<file path="config.mk">
export PLATFORM = sky130hd
export DESIGN_NAME = pool_ctrl_flat
export DESIGN_NICKNAME = d
export VERILOG_FILES = /design/src/rtl/pool_ctrl_if.sv /design/src/rtl/pool_ctrl.sv /design/src/flat_wrapper.sv
export SDC_FILE = /design/constraint.sdc
export NUM_CORES = 1
export LEC_CHECK = 0
export ABC_CLOCK_PERIOD_IN_PS = 5200
export BUFFER_PORTS_ARGS = -buffer_cell sky130_fd_sc_hd__buf_2
export CORE_ASPECT_RATIO = 1.25
export CORE_MARGIN = 10
export CORE_UTILIZATION = 55
export CTS_CLUSTER_SIZE = 30
export DETAILED_ROUTE_END_ITERATION = 6
export PLACE_DENSITY = 0.77
export SYNTH_ARGS = -nofsm -noshare
export SYNTH_HDL_FRONTEND = slang
export SYNTH_SLANG_ARGS = --single-unit
</file>
<file path="constraint.sdc">
create_clock -name clk -period 5.2 [get_ports clk]
set_input_delay 0.26 -clock clk [delete_from_list [all_inputs] [get_ports clk]]
set_output_delay 0.26 -clock clk [all_outputs]
set_load 0.01 [all_outputs]
</file>
<file path="src/rtl/pool_ctrl_if.sv">
// Handshake and address bus between pool_ctrl and its system: run enable in,
// feature-map reads, save strobes and status out.
interface pool_ctrl_if #(
  parameter int ADDR_W = 16
);
  logic              en_ctrl;
  logic [ADDR_W-1:0] r_addr;
  logic              r_valid;
  logic              first;
  logic              save;
  logic [ADDR_W-1:0] save_addr;
  logic              busy;
  logic              finish;

  modport master (
    output en_ctrl,
    input  r_addr, r_valid, first, save, save_addr, busy, finish
  );

  modport slave (
    input  en_ctrl,
    output r_addr, r_valid, first, save, save_addr, busy, finish
  );
endinterface

</file>
<file path="src/rtl/pool_ctrl.sv">
// Max-pooling sequencer: walks every POOLxPOOL window of every channel, issuing
// one read per cycle and one save strobe per window.
//
// state | meaning
// IDLE  | waiting for en_ctrl, outputs 0
// READ  | issuing window element reads (pauses while en_ctrl=0)
// SAVE  | one-cycle save strobe for the finished window
// DONE  | finish=1 until en_ctrl drops
module pool_ctrl #(
  parameter int              IMG_W    = 28,
  parameter int              IMG_H    = 28,
  parameter int              CHANNELS = 6,
  parameter int              POOL     = 2,
  parameter int              ADDR_W   = 16,
  parameter logic [ADDR_W-1:0] IN_BASE  = '0,
  parameter logic [ADDR_W-1:0] OUT_BASE = ADDR_W'('h1000)
) (
  input  logic       clk,
  input  logic       reset,
  pool_ctrl_if.slave bus
);

  localparam int OW   = IMG_W / POOL;
  localparam int OH   = IMG_H / POOL;
  localparam int NWIN = CHANNELS * OH * OW;
  localparam int CW   = (CHANNELS > 1) ? $clog2(CHANNELS) : 1;
  localparam int XW   = (OW > 1) ? $clog2(OW) : 1;
  localparam int YW   = (OH > 1) ? $clog2(OH) : 1;
  localparam int KW   = (POOL > 1) ? $clog2(POOL) : 1;
  localparam int IW   = (NWIN > 1) ? $clog2(NWIN) : 1;

  localparam logic [CW-1:0] C_LAST = CW'(CHANNELS - 1);
  localparam logic [XW-1:0] X_LAST = XW'(OW - 1);
  localparam logic [YW-1:0] Y_LAST = YW'(OH - 1);
  localparam logic [KW-1:0] K_LAST = KW'(POOL - 1);

  typedef enum logic [1:0] {IDLE, READ, SAVE, DONE} state_t;

  state_t          state_q, state_d;
  logic [CW-1:0]   c_q, c_d;
  logic [YW-1:0]   oy_q, oy_d;
  logic [XW-1:0]   ox_q, ox_d;
  logic [KW-1:0]   ky_q, ky_d;
  logic [KW-1:0]   kx_q, kx_d;
  logic [IW-1:0]   oidx_q, oidx_d;

  logic [ADDR_W-1:0] r_addr_q, r_addr_d;
  logic [ADDR_W-1:0] save_addr_q, save_addr_d;
  logic              r_valid_q, r_valid_d;
  logic              first_q, first_d;
  logic              save_q, save_d;
  logic              busy_q, busy_d;
  logic              finish_q, finish_d;

  function automatic logic [ADDR_W-1:0] rd_addr(
    input logic [CW-1:0] c, input logic [YW-1:0] oy, input logic [XW-1:0] ox,
    input logic [KW-1:0] ky, input logic [KW-1:0] kx);
    logic [31:0] a;
    a = 32'(IN_BASE) + 32'(c) * 32'(IMG_W * IMG_H)
      + (32'(oy) * 32'(POOL) + 32'(ky)) * 32'(IMG_W)
      + 32'(ox) * 32'(POOL) + 32'(kx);
    return a[ADDR_W-1:0];
  endfunction

  function automatic logic [ADDR_W-1:0] wr_addr(input logic [IW-1:0] oidx);
    logic [31:0] a;
    a = 32'(OUT_BASE) + 32'(oidx);
    return a[ADDR_W-1:0];
  endfunction

  always_ff @(posedge clk) begin
    if (!reset) begin
      state_q     <= IDLE;
      c_q         <= '0;
      oy_q        <= '0;
      ox_q        <= '0;
      ky_q        <= '0;
      kx_q        <= '0;
      oidx_q      <= '0;
      r_addr_q    <= '0;
      save_addr_q <= '0;
      r_valid_q   <= 1'b0;
      first_q     <= 1'b0;
      save_q      <= 1'b0;
      busy_q      <= 1'b0;
      finish_q    <= 1'b0;
    end else begin
      state_q     <= state_d;
      c_q         <= c_d;
      oy_q        <= oy_d;
      ox_q        <= ox_d;
      ky_q        <= ky_d;
      kx_q        <= kx_d;
      oidx_q      <= oidx_d;
      r_addr_q    <= r_addr_d;
      save_addr_q <= save_addr_d;
      r_valid_q   <= r_valid_d;
      first_q     <= first_d;
      save_q      <= save_d;
      busy_q      <= busy_d;
      finish_q    <= finish_d;
    end
  end

  // Counters always name the element currently shown on r_addr; a pause holds
  // them, so resuming advances to the next element without skip or repeat.
  always_comb begin
    state_d = state_q;
    c_d     = c_q;
    oy_d    = oy_q;
    ox_d    = ox_q;
    ky_d    = ky_q;
    kx_d    = kx_q;
    oidx_d  = oidx_q;

    unique case (state_q)
      IDLE: if (bus.en_ctrl) state_d = READ;
      READ: begin
        if (bus.en_ctrl) begin
          if (kx_q == K_LAST) begin
            kx_d = '0;
            if (ky_q == K_LAST) begin
              ky_d    = '0;
              state_d = SAVE;
            end else begin
              ky_d = ky_q + 1'b1;
            end
          end else begin
            kx_d = kx_q + 1'b1;
          end
        end
      end
      SAVE: begin
        oidx_d  = oidx_q + 1'b1;
        state_d = READ;
        if (ox_q == X_LAST) begin
          ox_d = '0;
          if (oy_q == Y_LAST) begin
            oy_d = '0;
            if (c_q == C_LAST) begin
              c_d     = '0;
              oidx_d  = '0;
              state_d = DONE;
            end else begin
              c_d = c_q + 1'b1;
            end
          end else begin
            oy_d = oy_q + 1'b1;
          end
        end else begin
          ox_d = ox_q + 1'b1;
        end
      end
      DONE: if (!bus.en_ctrl) state_d = IDLE;
      default: state_d = IDLE;
    endcase

    // The first read of a window is issued straight out of SAVE; pausing only
    // takes effect on READ cycles.
    r_valid_d   = (state_d == READ) && !((state_q == READ) && !bus.en_ctrl);
    first_d     = r_valid_d && (kx_d == '0) && (ky_d == '0);
    r_addr_d    = (state_d == READ) ? rd_addr(c_d, oy_d, ox_d, ky_d, kx_d) : '0;
    save_d      = (state_d == SAVE);
    save_addr_d = save_d ? wr_addr(oidx_d) : '0;
    busy_d      = (state_d == READ) || (state_d == SAVE);
    finish_d    = (state_d == DONE);
  end

  assign bus.r_addr    = r_addr_q;
  assign bus.r_valid   = r_valid_q;
  assign bus.first     = first_q;
  assign bus.save      = save_q;
  assign bus.save_addr = save_addr_q;
  assign bus.busy      = busy_q;
  assign bus.finish    = finish_q;

endmodule
</file>
<file path="src/flat_wrapper.sv">
// flat-port wrapper written by rule: the top's interface ports become plain ports
module pool_ctrl_flat 
#(
  parameter int              IMG_W    = 28,
  parameter int              IMG_H    = 28,
  parameter int              CHANNELS = 6,
  parameter int              POOL     = 2,
  parameter int              ADDR_W   = 16,
  parameter logic [ADDR_W-1:0] IN_BASE  = '0,
  parameter logic [ADDR_W-1:0] OUT_BASE = ADDR_W'('h1000)
)
  (clk, reset, bus_en_ctrl, bus_r_addr, bus_r_valid, bus_first, bus_save, bus_save_addr, bus_busy, bus_finish);
  pool_ctrl_if #(.ADDR_W(ADDR_W)) bus_i ();
  input  logic clk;
  input  logic reset;
  input wire logic [$bits(bus_i.en_ctrl)-1:0] bus_en_ctrl;
  output wire logic [$bits(bus_i.r_addr)-1:0] bus_r_addr;
  output wire logic [$bits(bus_i.r_valid)-1:0] bus_r_valid;
  output wire logic [$bits(bus_i.first)-1:0] bus_first;
  output wire logic [$bits(bus_i.save)-1:0] bus_save;
  output wire logic [$bits(bus_i.save_addr)-1:0] bus_save_addr;
  output wire logic [$bits(bus_i.busy)-1:0] bus_busy;
  output wire logic [$bits(bus_i.finish)-1:0] bus_finish;
  assign bus_i.en_ctrl = bus_en_ctrl;
  assign bus_r_addr = bus_i.r_addr;
  assign bus_r_valid = bus_i.r_valid;
  assign bus_first = bus_i.first;
  assign bus_save = bus_i.save;
  assign bus_save_addr = bus_i.save_addr;
  assign bus_busy = bus_i.busy;
  assign bus_finish = bus_i.finish;
  pool_ctrl #(.IMG_W(IMG_W), .IMG_H(IMG_H), .CHANNELS(CHANNELS), .POOL(POOL), .ADDR_W(ADDR_W), .IN_BASE(IN_BASE), .OUT_BASE(OUT_BASE)) u_core (.clk(clk), .reset(reset), .bus(bus_i));
endmodule
</file>
Word level (Yosys, flattened, before mapping)
Cells that the tools add are included.
{"block": "totals", "regBits": 63, "input_bits": 3}
{"block": "op_classes", "add_sub_neg": 11, "mul": 2, "n_eq_ne": 9, "muxes": 29, "n_bitwise": 2, "reduce_logical": 10}
{"op": "two-way mux 11 bit", "count": 4}
{"op": "multiplier 32 x 3 -> 14 bit, second input constant", "count": 1}
{"op": "two-way mux 4 bit", "count": 5}
{"op": "adder 13 x 16 -> 16 bit", "count": 1}
{"op": "adder 16 x 1 -> 16 bit", "count": 1}
{"op": "adder 16 x 5 -> 16 bit", "count": 1}
{"op": "two-way mux 2 bit", "count": 8}
{"op": "adder 13 x 11 -> 14 bit, first input constant", "count": 1}
{"op": "two-way mux 3 bit", "count": 4}
{"op": "adder 11 x 1 -> 11 bit, second input constant", "count": 1}
{"op": "multiplier 3 x 6 -> 9 bit, second input constant", "count": 1}
{"op": "adder 4 x 1 -> 4 bit, second input constant", "count": 2}
{"op": "== test 2 bit, second input constant", "count": 4}
{"op": "== test 4 bit, second input constant", "count": 2}
{"op": "case mux 2 bit (4 select lines)", "count": 1}
{"op": "two-way mux 1 bit", "count": 7}
{"op": "adder 5 x 1 -> 6 bit", "count": 1}
{"op": "== test 2 x 1 -> 1 bit, second input constant", "count": 2}
{"op": "logical AND 1 bit", "count": 4}
{"op": "AND reduction 2 bit", "count": 2}
{"op": "adder 3 x 1 -> 3 bit, second input constant", "count": 1}
{"op": "== test 3 bit, second input constant", "count": 1}
{"op": "adder 1 bit, second input constant", "count": 2}
{"op": "zero test 1 bit", "count": 2}
{"op": "other kinds (3)", "count": 4}

Depth between registers and ports, before layout
{"block": "depth", "ltp_word": 10, "depth_mapped": 21, "depth_no_buf": 18}

Least setup slack after synthesis
No wires, ideal clock.
{"block": "synth_path", "kind": "register to register", "start": "register u_core.state_q[0]", "end": "register u_core.r_addr_q[11] (netlist: u_core.bus.r_addr[11])", "setup_ns": 0.072, "t_arrival_ns": 3.868, "slack_ns": 1.261, "path_stages_with_launch": 16, "path_buffers": 1, "synth_period_minus_slack_ns": 3.939, "cell_sequence": "dfxtp_1 and4bb_1 buf_4 nand2_1 mux2i_1 mux2i_1 ha_1 inv_1 fa_1 inv_1 ha_1 ha_1 nor2b_1 o31a_1 o41ai_1 mux2i_1"}
{"block": "synth_via", "elab_chain_len": 7, "elab_cells_between_ends": 23}
{"element": "start, declared", "line": "pool_ctrl.sv:39", "rtl": "state_t state_q, state_d;"}
{"element": "start signal, assigned", "line": "pool_ctrl.sv:88", "rtl": "state_q <= state_d;"}
{"element": "== test 2 x 1 -> 1 bit / == test 2 bit (equally long branches)", "line": "pool_ctrl.sv:116", "rtl": "unique case (state_q)"}
{"element": "two-way mux 1 bit / two-way mux 4 bit (equally long branches)", "line": "pool_ctrl.sv:116"}
{"element": "adder 5 x 1 -> 6 bit", "line": "pool_ctrl.sv:60", "rtl": "+ (32'(oy) * 32'(POOL) + 32'(ky)) * 32'(IMG_W)"}
{"element": "multiplier 32 x 3 -> 14 bit", "line": "pool_ctrl.sv:60"}
{"element": "adder 13 x 16 -> 16 bit", "line": "pool_ctrl.sv:60"}
{"element": "adder 16 x 5 -> 16 bit", "line": "pool_ctrl.sv:61", "rtl": "+ 32'(ox) * 32'(POOL) + 32'(kx);"}
{"element": "adder 16 x 1 -> 16 bit", "line": "pool_ctrl.sv:61"}
{"element": "end signal, assigned", "line": "pool_ctrl.sv:95", "rtl": "r_addr_q <= r_addr_d;"}
{"element": "end, declared", "line": "pool_ctrl.sv:47", "rtl": "logic [ADDR_W-1:0] r_addr_q, r_addr_d;"}
Several ways; a longest one is shown, not always the timed one.
A chain may end at the register's enable or synchronous reset.

Worst setup path in the final report
{"block": "layout_path", "start": "register u_core.state_q[1]", "end": "register u_core.r_addr_q[13] (netlist: u_core.bus.r_addr[13])"}
{"block": "layout_via", "elab_chain_len": 7, "elab_cells_between_ends": 23}
{"element": "== test 2 bit", "line": "pool_ctrl.sv:116"}
{"element": "two-way mux 4 bit", "line": "pool_ctrl.sv:116"}
{"element": "via u_core.oy_d[1]", "line": "pool_ctrl.sv:41", "rtl": "logic [YW-1:0] oy_q, oy_d;"}
{"element": "adder 5 x 1 -> 6 bit", "line": "pool_ctrl.sv:60"}
{"element": "multiplier 32 x 3 -> 14 bit", "line": "pool_ctrl.sv:60"}
{"element": "adder 13 x 16 -> 16 bit", "line": "pool_ctrl.sv:60"}
{"element": "adder 16 x 5 -> 16 bit", "line": "pool_ctrl.sv:61"}
{"element": "adder 16 x 1 -> 16 bit", "line": "pool_ctrl.sv:61"}
The timed path passes the listed nets, and every way through them passes these cells.

==> reports/metrics.csv <==
metric;value;unit
Netlist Area Pre-Place;3040;um^2
register bit total from synthesis;57;
Highest Clock Rate;222;MHz
post-cts sizing count;0;
share of power burned in registers;0.470;
GRT overflow;0;
min Tclk post-route;4.51;ns
Initial Util;0.562;
GRT Total Usage;0.137;
TritonCTS buffer count;9;
Power Internal;757;uW
wire per inst;13.7;um
Horiz. Die Dim;86.4;um
TNS Setup;0;ns
Rows;30;
slowest CP cell;mux2i_1;
largest net degree at the start of global routing;26;
synth-to-layout area growth;12.8;%
Clock Tree Root;clkbuf_8;
Final Max Slew Viols;0;
Die Height;103;um
CP Capture Type;flip-flop;
CP Max Fanout;8;
EDFF count, synth;0;
sequential-to-total area share from yosys stat;0.376;
IO Pins;40;
P_leak;1.71;nW
most frequent CP cell;ha_1;
final setup vio count;0;
Buf/Inv on CP;3;
outcome;complete, no violations;
clock share of power;0.500;
ys async rst share;0;
maximum VDD drop;130;uV
sw frac;0.198;
switching power;186;uW
drt via density;5.30;
dpl cells;411;
Port Buffer Count;33;
Clock Latency Late Sink;0.33;ns
Core Area;5410;um^2
top cell type's share of synthesized area;0.376;
CTS Buffer Depth;2;
drc violations;0;
startpoint class of the critical path;flip-flop;
Net count, final;396;
Fin Clk Skew;0.00616;ns
cells after synthesis;327;
Syn. warnings;0;
postcts setup bufs;0;
cts hold-fix bufs;0;
H-Tree Depth;3;
critical path data arrival time;4.72;ns
Power Dens Cells;275;nW/um^2
worst-path cell chain;and4bb_1, nand2_1, mux2i_1, inv_1, ha_1, ha_1, inv_1, fa_1, inv_1, ha_1, ha_1, nor2b_1, o31a_1, a2111oi_0, nor2_1;
ranking of synthesized cells by area;dfxtp_1 38%, ha_1 12%, nor2_1 4.3%;
Placer Congestion;0.861;
Fin. Hold Viols;0;
clk sink count;57;
unrepaired setup endpoints after global routing;no;
Non-Filler Instances;426;
die area;8910;um^2
crit share post-route;0.868;
CP top delay family;adder cells;
first-pass GRT wire length;9810;um
Worst path max stage delay;0.50;ns
vias in the first global route;2203;
post-DP HPWL;4430;um
Detailed Routing Iterations Pass 1;6;
clock-pin slew on the worst setup and hold paths;0.06;ns
MaxCap Viol Count;0;
Initial DRC Count;85;
initial antenna violation count;0;
via count;2258;
CP Class;flip-flop to flip-flop;
Hold Path Class;input pin to flip-flop;
antenna cells;0;
CTS tree;yes;
antenna-violating nets left;0;
Post-synth top flop;dfxtp_1;
Gate power share;0.030;
Worst-Margin Slew;0.588;ns
required time worst endpoint;5.41;ns
slew margin rel.;0.597;
layout cell share with drive strength beyond 1;0.144;
Distinct cells, synth;46;
DRT Wirelength;5820;um
post-synth top area cell;dfxtp_1;
syn avg cell area;9.28;um^2
## stage by stage
step	instance area (um^2)	hold slack, ns	power [mW]	util	setup WS, ns
4_1_cts	3420	0.213	0.953	0.634	0.674
3_3_place_gp	3200	0.507	0.481	0.591	0.822
3_5_place_dp	3200	0.516	0.481	0.591	0.703
6_report	3420	0.230	0.943	0.634	0.688
2_1_floorplan	3050	0.398	0.476	-	1.26
5_1_grt	3420	0.264	0.972	0.634	0.352
## worst min-delay path: stages
cell and delay [ns]:
buf_2 0.14, inv_1 0.06, a21oi_1 0.05
## layout by cell type (no fill, tap or decap), drive strengths merged, types with 3 or more instances in the layout
master / synthesis / routed
dfxtp: 57 / 57
nor2: 35 / 35
buf: 12 / 33
ha: 30 / 30
inv: 20 / 20
nor2b: 14 / 14
xnor2: 14 / 14
nand2: 13 / 13
and2: 13 / 13
clkbuf: 6 / 13
a21oi: 11 / 11
nand3: 11 / 11
o21ai: 9 / 9
mux2i: 8 / 8
nor3: 8 / 8
a21o: 7 / 7
xor2: 6 / 6
conb: 1 / 6
nand4: 6 / 6
and3: 5 / 5
a211oi: 5 / 5
fa: 5 / 5
nand2b: 4 / 4
nand3b: 3 / 3
a2111oi: 3 / 3
## synthesized netlist by cell type (all sizes together) (7+ instances only)
| cell type | instances |
|---|---|
| dfxtp | 57 |
| nor2 | 35 |
| ha | 30 |
| inv | 20 |
| nor2b | 14 |
| xnor2 | 14 |
| and2 | 13 |
| nand2 | 13 |
| buf | 12 |
| a21oi | 11 |
| nand3 | 11 |
| o21ai | 9 |
| mux2i | 8 |
| nor3 | 8 |
| a21o | 7 |
## registers in the layout, indices dropped and copies added, names as in the netlist
| register | count |
|---|---|
| u_core.bus.r_addr | 14 |
| u_core.bus.save_addr | 12 |
| u_core.oidx_q | 11 |
| u_core.ox_q | 4 |
| u_core.oy_q | 4 |
| u_core.c_q | 3 |
| u_core.state_q | 2 |
| u_core.bus.busy | 1 |
| u_core.bus.finish | 1 |
| u_core.bus.first | 1 |
| u_core.bus.r_valid | 1 |
| u_core.bus.save | 1 |
| u_core.kx_q | 1 |
| u_core.ky_q | 1 |
## kinds of logic after synthesis
kind of cell / Yosys count / share of synthesized area
compound gates: 45 / 0.0981
fa+ha+maj: 35 / 0.157
other cells: 1 / 0.00124
flops: 57 / 0.376
xor+xnor: 20 / 0.0602
buf+inv: 38 / 0.0589
mux: 9 / 0.0313
simple gates: 122 / 0.218
## power by group through the flow
stage | Clock (mW) | Combinational, mW | Sequential (mW)
final | 0.471 | 0.0282 | 0.444
after global routing | 0.496 | 0.0323 | 0.444
after CTS | 0.482 | 0.0284 | 0.443
after detailed placement | 0 | 0.0282 | 0.453
after global placement | 0 | 0.0276 | 0.453
after floorplan | 0 | 0.0221 | 0.454
## final cells by class
class	instances	area (um^2)
clock buffer	13	169
timing repair buffer	33	165
fill	460	1980
inverter	20	75.1
multi-input combinational	237	1730
clock inverter	2	60.1
tap	64	80.1
sequential	57	1140
## per-layer routing
metal  wire (um)  vias up  track usage
met5           0        -            0
met4         145        0       0.0811
met3         279       14       0.0427
met2        2970       39        0.235
met1        2420     1042        0.144
li1            -     1163            -
## worst paths after layout
kind                            depth (start not counted)               endpoint         startpoint  slack (ns)
worst max-delay path                                   15  u_core.bus.r_addr[13]  u_core.state_q[1]        0.69
worst max register to register                         15  u_core.bus.r_addr[13]  u_core.state_q[1]        0.69
worst min-delay path                                    3     u_core.bus.r_valid        bus_en_ctrl        0.23
worst min register to register                          2      u_core.oidx_q[10]  u_core.oidx_q[10]        0.53
Power figures use the tool's default switching activity.
